File: src/rtl/sseg_bcd_display_if.sv
// Write/display bus between the output-register write path and the 7-segment driver.
interface sseg_bcd_display_if #(
  parameter int WIDTH  = 8,
  parameter int DIGITS = 3
);
  logic [WIDTH-1:0]    value_in;
  logic                wr;
  logic                blank_lz;
  logic                busy;
  logic [8*DIGITS-1:0] segments;

  modport master (output value_in, wr, blank_lz, input busy, segments);
  modport slave  (input value_in, wr, blank_lz, output busy, segments);
endinterface

File: src/rtl/sseg_bcd_display.sv
// Binary-to-BCD seven-segment driver: sequential double-dabble, one bit per clock.
// Define SSEG_SIGNED_EN for two's-complement input with a sign digit.
module sseg_bcd_display #(
  parameter int WIDTH  = 8,
  parameter int DIGITS = 3
) (
  input logic               clk,
  input logic               rst,
  sseg_bcd_display_if.slave bus
);
`ifdef SSEG_SIGNED_EN
  localparam int D = DIGITS - 1;
`else
  localparam int D = DIGITS;
`endif
  localparam int BW = 4 * D;
  localparam int CW = $clog2(WIDTH + 1);

  localparam logic [7:0] SEG_BLANK = 8'hFF;
  localparam logic [7:0] SEG_OVF   = 8'h7F;

  typedef enum logic [1:0] {IDLE, SHIFT, DONE} state_t;
  state_t state, state_nxt;

  logic [WIDTH-1:0] bin_q, pend_val_q, load_val, load_mag;
  logic [BW-1:0]    acc_q, acc_adj, disp_bcd_q;
  logic [CW-1:0]    cnt_q;
  logic             ovf_q, disp_ovf_q, pend_q, load;
`ifdef SSEG_SIGNED_EN
  localparam logic [7:0] SEG_MINUS = 8'hBF;
  logic             neg_q, disp_neg_q, load_neg;
`endif

  function automatic logic [7:0] seg_of(input logic [3:0] d);
    case (d)
      4'd0:    return 8'hC0;
      4'd1:    return 8'hF9;
      4'd2:    return 8'hA4;
      4'd3:    return 8'hB0;
      4'd4:    return 8'h99;
      4'd5:    return 8'h92;
      4'd6:    return 8'h82;
      4'd7:    return 8'hF8;
      4'd8:    return 8'h80;
      4'd9:    return 8'h90;
      default: return SEG_BLANK;
    endcase
  endfunction

  // A DONE-cycle write bypasses the pending buffer since it is the newest value.
  always_comb begin
    load     = (state == IDLE && bus.wr) || (state == DONE && (bus.wr || pend_q));
    load_val = (state == DONE && !bus.wr) ? pend_val_q : bus.value_in;
`ifdef SSEG_SIGNED_EN
    load_neg = load_val[WIDTH-1];
    load_mag = load_neg ? (~load_val) + WIDTH'(1) : load_val;
`else
    load_mag = load_val;
`endif
  end

  // NOTE: every always_comb output gets a default first so no path can infer a latch.
  always_comb begin
    acc_adj = acc_q;
    for (int i = 0; i < D; i++)
      if (acc_q[4*i +: 4] >= 4'd5) acc_adj[4*i +: 4] = acc_q[4*i +: 4] + 4'd3;
  end

  // NOTE: sequential state uses non-blocking assignments so all registers sample pre-edge values.
  always_ff @(posedge clk or posedge rst) begin
    if (rst) state <= IDLE;
    else     state <= state_nxt;
  end

  always_comb begin
    state_nxt = state;
    unique case (state)
      IDLE:    if (load) state_nxt = SHIFT;
      SHIFT:   if (cnt_q == CW'(1)) state_nxt = DONE;
      DONE:    state_nxt = load ? SHIFT : IDLE;
      default: state_nxt = IDLE;
    endcase
  end

  // NOTE: the data registers are reset too, so an aborted conversion leaves no stale pending value.
  always_ff @(posedge clk or posedge rst) begin
    if (rst) begin
      bin_q      <= '0;
      acc_q      <= '0;
      cnt_q      <= '0;
      ovf_q      <= 1'b0;
      pend_q     <= 1'b0;
      pend_val_q <= '0;
      disp_bcd_q <= '0;
      disp_ovf_q <= 1'b0;
`ifdef SSEG_SIGNED_EN
      neg_q      <= 1'b0;
      disp_neg_q <= 1'b0;
`endif
    end else begin
      if (load) begin
        bin_q <= load_mag;
        acc_q <= '0;
        cnt_q <= CW'(WIDTH);
        ovf_q <= 1'b0;
`ifdef SSEG_SIGNED_EN
        neg_q <= load_neg;
`endif
      end else if (state == SHIFT) begin
        bin_q <= bin_q << 1;
        acc_q <= {acc_adj[BW-2:0], bin_q[WIDTH-1]};
        ovf_q <= ovf_q | acc_adj[BW-1];
        cnt_q <= cnt_q - CW'(1);
      end
      if (state == DONE) begin
        disp_bcd_q <= acc_q;
        disp_ovf_q <= ovf_q;
        pend_q     <= 1'b0;
`ifdef SSEG_SIGNED_EN
        disp_neg_q <= neg_q;
`endif
      end else if (state == SHIFT && bus.wr) begin
        pend_q     <= 1'b1;
        pend_val_q <= bus.value_in;
      end
    end
  end

  // Scan from the most significant digit; leading zeros stay blank while blank_lz is set.
  always_comb begin
    logic lead;
`ifdef SSEG_SIGNED_EN
    int msd;
    msd = 0;
`endif
    bus.busy     = (state != IDLE);
    bus.segments = '1;
    lead         = 1'b1;
    for (int n = D - 1; n >= 0; n--) begin
      if (lead && disp_bcd_q[4*n +: 4] != 4'd0) begin
        lead = 1'b0;
`ifdef SSEG_SIGNED_EN
        msd  = n;
`endif
      end
      if (!(bus.blank_lz && lead && n != 0))
        bus.segments[8*n +: 8] = seg_of(disp_bcd_q[4*n +: 4]);
    end
`ifdef SSEG_SIGNED_EN
    for (int n = 0; n < DIGITS; n++)
      if (n == (bus.blank_lz ? msd + 1 : DIGITS - 1))
        bus.segments[8*n +: 8] = disp_neg_q ? SEG_MINUS : SEG_BLANK;
`endif
    if (disp_ovf_q) bus.segments = {DIGITS{SEG_OVF}};
  end
endmodule
File: src/flat_wrapper.sv
// flat-port wrapper written by rule: the top's interface ports become plain ports
module sseg_bcd_display_flat 
#(
  parameter int WIDTH  = 8,
  parameter int DIGITS = 3
)
  (clk, rst, bus_value_in, bus_wr, bus_blank_lz, bus_busy, bus_segments);
  sseg_bcd_display_if #(.WIDTH(WIDTH), .DIGITS(DIGITS)) bus_i ();
  input logic clk;
  input logic rst;
  input wire logic [$bits(bus_i.value_in)-1:0] bus_value_in;
  input wire logic [$bits(bus_i.wr)-1:0] bus_wr;
  input wire logic [$bits(bus_i.blank_lz)-1:0] bus_blank_lz;
  output wire logic [$bits(bus_i.busy)-1:0] bus_busy;
  output wire logic [$bits(bus_i.segments)-1:0] bus_segments;
  assign bus_i.value_in = bus_value_in;
  assign bus_i.wr = bus_wr;
  assign bus_i.blank_lz = bus_blank_lz;
  assign bus_busy = bus_i.busy;
  assign bus_segments = bus_i.segments;
  sseg_bcd_display #(.WIDTH(WIDTH), .DIGITS(DIGITS)) u_core (.clk(clk), .rst(rst), .bus(bus_i));
endmodule
File: config.mk
export PLATFORM = sky130hd
export DESIGN_NAME = sseg_bcd_display_flat
export DESIGN_NICKNAME = d
export VERILOG_FILES = /design/src/rtl/sseg_bcd_display_if.sv /design/src/rtl/sseg_bcd_display.sv /design/src/flat_wrapper.sv
export SDC_FILE = /design/constraint.sdc
export NUM_CORES = 1
export LEC_CHECK = 0
export BUFFER_PORTS_ARGS = -buffer_cell sky130_fd_sc_hd__buf_2
export CORE_MARGIN = 10
export CORE_UTILIZATION = 54
export CTS_BUF_LIST = sky130_fd_sc_hd__clkbuf_4 sky130_fd_sc_hd__clkbuf_8
export DETAILED_ROUTE_END_ITERATION = 10
export PLACE_DENSITY = 0.89
export SYNTH_ARGS = -nofsm -noshare
export SYNTH_HDL_FRONTEND = slang
export SYNTH_SLANG_ARGS = --single-unit
File: constraint.sdc
create_clock -name clk -period 1.5 [get_ports clk]
set_input_delay 0.3 -clock clk [delete_from_list [all_inputs] [get_ports clk]]
set_output_delay 0.3 -clock clk [all_outputs]
set_load 0.005 [all_outputs]
==> impl_metrics.py <==
metrics = {
    "run_status": {
        "status": "finished with violations",
        "violations": "setup timing",
    },
    "sta": {
        "slew_viol_final": 0,
        "tightest_slew_ps": 367,
        "period_share": 1.31,
        "fin_hold_ws_ps": 24.9,
        "fmax_ghz": 0.508,
        "setup_tns_ps": -7690,
        "rsz0062_at_grt": "yes",
        "worst_slack_ps": -467,
        "hold_viol_final": 0,
        "fin_skew_ps": 6.18,
        "finalCriticalPeriod_ps": 1970,
        "setup_viol": 21,
        "slew-limit-headroom": 0.755,
    },
    "power_and_ir_drop": {
        "leakage_nw": 1.81,
        "power_frac_seq": 0.289,
        "p_comb_frac": 0.630,
        "p_switching_mw": 3.62,
        "pwr-share-clk": 0.081,
        "ir_drop_mv": 1.22,
        "switching_share": 0.421,
        "power.density_nw_per_um2": 2220,
        "p_int_mw": 4.98,
    },
    "synth": {
        "yosysSeqAreaShare": 0.408,
        "yosysUniqueCellTypes": 40,
        "ys.flop_type": "dfrtp_1",
        "synth-seq-cells": 49,
        "synth_commonest_cells": "dfrtp_1, o21ai_1, nand2_1",
        "synthesis.area_um2": 3010,
        "synth.most_common_cell": "dfrtp_1",
        "synthArstFlopShare": 1.00,
        "yosys_warnings": 0,
        "synth.top_cell.area_share": 0.408,
        "synth_fp_nets": 349,
        "syn_inst": 314,
        "avgSynthCellArea_um2": 9.57,
        "synth_enable_flop_cells": 0,
        "yosysTopAreaCell": "dfrtp_1",
        "yosys-top-cells-area": "dfrtp_1, ha_1, o21ai_1, mux2i_1, mux2_4",
    },
    "finish": {
        "final_cell_area_um2": 3870,
        "drive_gt1_frac": 0.390,
        "n_fill_cell": 374,
        "n_antenna_cell": 0,
        "finish.net_count": 418,
        "area_growth_pct": 28.6,
    },
    "critical_path": {
        "cp_max_fo": 6,
        "critPathSlowestCell": "dfrtp_1",
        "end_kind": "output pin",
        "worstPathArrival_ps": 1670,
        "critical_path_class": "reg -> out",
        "cp_num_buf_inv": 2,
        "startpoint_type": "flop",
        "crit_path_max_incr_delay_ps": 400,
        "r2r_slack_ps": 80,
        "crit_required_ps": 1200,
        "endpoint": "bus_segments[11]",
        "cp_top_family": "simple AND/OR/NAND/NOR gates",
        "cp.depth": 7,
        "reg2reg_depth": 5,
        "r2r_start": "u_core.state[0]$_DFFE_PP0P_",
        "cp_cell_sequence": "inv_2 > ha_4 > nand3b_1 > nor4_4 > nor2_2 > o21ai_1 > buf_2",
        "worstSetupStartpoint": "u_core.disp_bcd_q[8]$_DFFE_PP0P_",
        "r2r_end": "u_core.pend_val_q[4]$_DFFE_PP0P_",
    },
    "placed_design": {
        "place_congestion": 0.805,
        "dp_hpwl_um": 4700,
        "portBuffers": 36,
        "place_ws_ps": -133,
        "dpl-instance-area_um2": 3430,
    },
    "route": {
        "vias": 2553,
        "drt-initial-drc-count": 139,
        "vias_per_cell": 5.62,
        "dr.pass1.iters": 4,
        "wl_per_cell_um": 16.2,
        "drc": 0,
        "routed_wl_um": 7360,
        "ant_nets": 0,
    },
    "clocking": {
        "cts_buffer_depth": 2,
        "clkLatencyLatePin_ps": 290,
        "cts-htree-levels": 2,
        "cts_buffers": 5,
        "clkTransAtPathRegs_ps": 80,
        "cts_tree": "done",
        "cts_root_buffer": "clkbuf_8",
        "cts_sinks": 49,
        "ctsHoldBuffers": 0,
    },
    "die": {
        "die_h_um": 94.6,
        "die_width_um": 94.6,
        "ioPinCount": 37,
        "dieArea_um2": 8950,
        "num_rows": 27,
        "start_util": 0.553,
        "core_um2": 5440,
    },
    "min_path": {
        "worstHoldPathType": "in -> async",
    },
    "global_route": {
        "grt_pass1_vias": 2414,
        "antenna_found_initial": 0,
        "grt_pass1_wl_um": 10800,
        "grt-ovfl-total": 0,
        "track_usage": 0.146,
        "grt_start_max_net_pins": 50,
    },
    "flow_run": {
        "cap_violations": 0,
    },
}
-- metrics by stage --
stage,total power [mW],instances,util
6_report,8.60,454,0.711
5_1_grt,9.24,454,0.711
4_1_cts,8.01,448,0.678
3_5_place_dp,6.90,432,0.631
3_3_place_gp,6.65,432,0.631
2_1_floorplan,5.25,314,-
-- cell families (layout without fill, tap and decap cells) --
family                     count (synthesis)  in the layout  share of synthesized area
and+or+nand+nor                           87             87                      0.155
AOI/OAI and AO/OA                         83             83                      0.155
DFF                                       49             49                      0.408
buffers and inverters                     38            106                     0.0591
muxes                                     28             28                      0.109
adders and majority gates                 23             23                     0.0958
xor gates and xnor gates                   6              6                     0.0175
-- power by group through the flow --
| stage | clock, mW | sequential (mW) | combinational [mW] |
|---|---|---|---|
| 2_1_floorplan | 0 | 2.24 | 3.01 |
| 3_3_place_gp | 0 | 2.35 | 4.30 |
| 3_5_place_dp | 0 | 2.38 | 4.51 |
| 4_1_cts | 0.720 | 2.38 | 4.90 |
| 5_1_grt | 0.776 | 2.53 | 5.92 |
| 6_report | 0.698 | 2.48 | 5.42 |
-- worst min-delay path by stage --
| stage | startpoint | end | slack [ps] | cells past startpoint |
|---|---|---|---|---|
| finish | rst | u_core.acc_q[11]$_DFFE_PP0P_ | 20 | 3 |
| global route | rst | u_core.disp_bcd_q[9]$_DFFE_PP0P_ | 40 | 3 |
| CTS | rst | u_core.acc_q[11]$_DFFE_PP0P_ | 40 | 3 |
| detailed placement | rst | u_core.acc_q[11]$_DFFE_PP0P_ | 360 | 3 |
| global placement | rst | u_core.acc_q[11]$_DFFE_PP0P_ | 350 | 3 |
| floorplan | u_core.ovf_q$_DFFE_PP0P_ | u_core.ovf_q$_DFFE_PP0P_ | 440 | 2 |
-- worst min-delay path: stages --
cell and delay, ps:
buf_2 100, inv_2 60, buf_12 240
-- cell type report --
type / instances / area, um2 / area share
clock buffer: 5 / 68.8 / 0.0178
timing repair buffer: 81 / 568 / 0.147
clock inverter: 1 / 5.00 / 0.00129
inverter: 19 / 76.3 / 0.0197
multi-input combinational: 227 / 1830 / 0.472
sequential: 49 / 1230 / 0.319
tap: 72 / 90.1 / 0.0233
-- what timing repair did --
| action | in CTS | in global routing |
|---|---|---|
| setup endpoints to repair | 25 | 30 |
| resized for setup | 33 | 34 |
| setup buffers | 10 | 6 |
| pin swaps | 8 | 14 |
-- state kept, by name, indices dropped and copies added (netlist names) --
register / cells
u_core.cnt_q: 4
u_core.disp_bcd_q: 12
u_core.pend_val_q: 8
u_core.bin_q: 8
u_core.state: 2
u_core.ovf_q: 1
u_core.disp_ovf_q: 1
u_core.pend_q: 1
u_core.acc_q: 12
-- per-layer routing --
metal	global-route usage	part of all wire	vias up
met1	0.167	0.41	1225
li1	-	-	1217
met2	0.255	0.52	91
met5	0	0	-
met4	0.0636	0.019	0
met3	0.0325	0.057	20
-- cell usage in the layout (no fill, tap or decap), drive strengths merged --
cell type   n
and2        1
o22ai       8
a2111o      1
nor2       13
inv        19
nand3       5
clkbuf      5
mux2       15
and3        1
nand2b     13
nor4        2
nand3b      1
nor3b       9
a21o        2
xor2        2
o21a        1
a211oi      3
o31ai       2
nor2b       5
dfrtp      49
xnor2       4
a21oi      23
a22o        3
ha         23
buf        81
o211ai      1
nand2      32
clkinv      1
or2         2
o21ai      39
nor3        3
mux2i      13
Power figures use the tool's default switching activity.
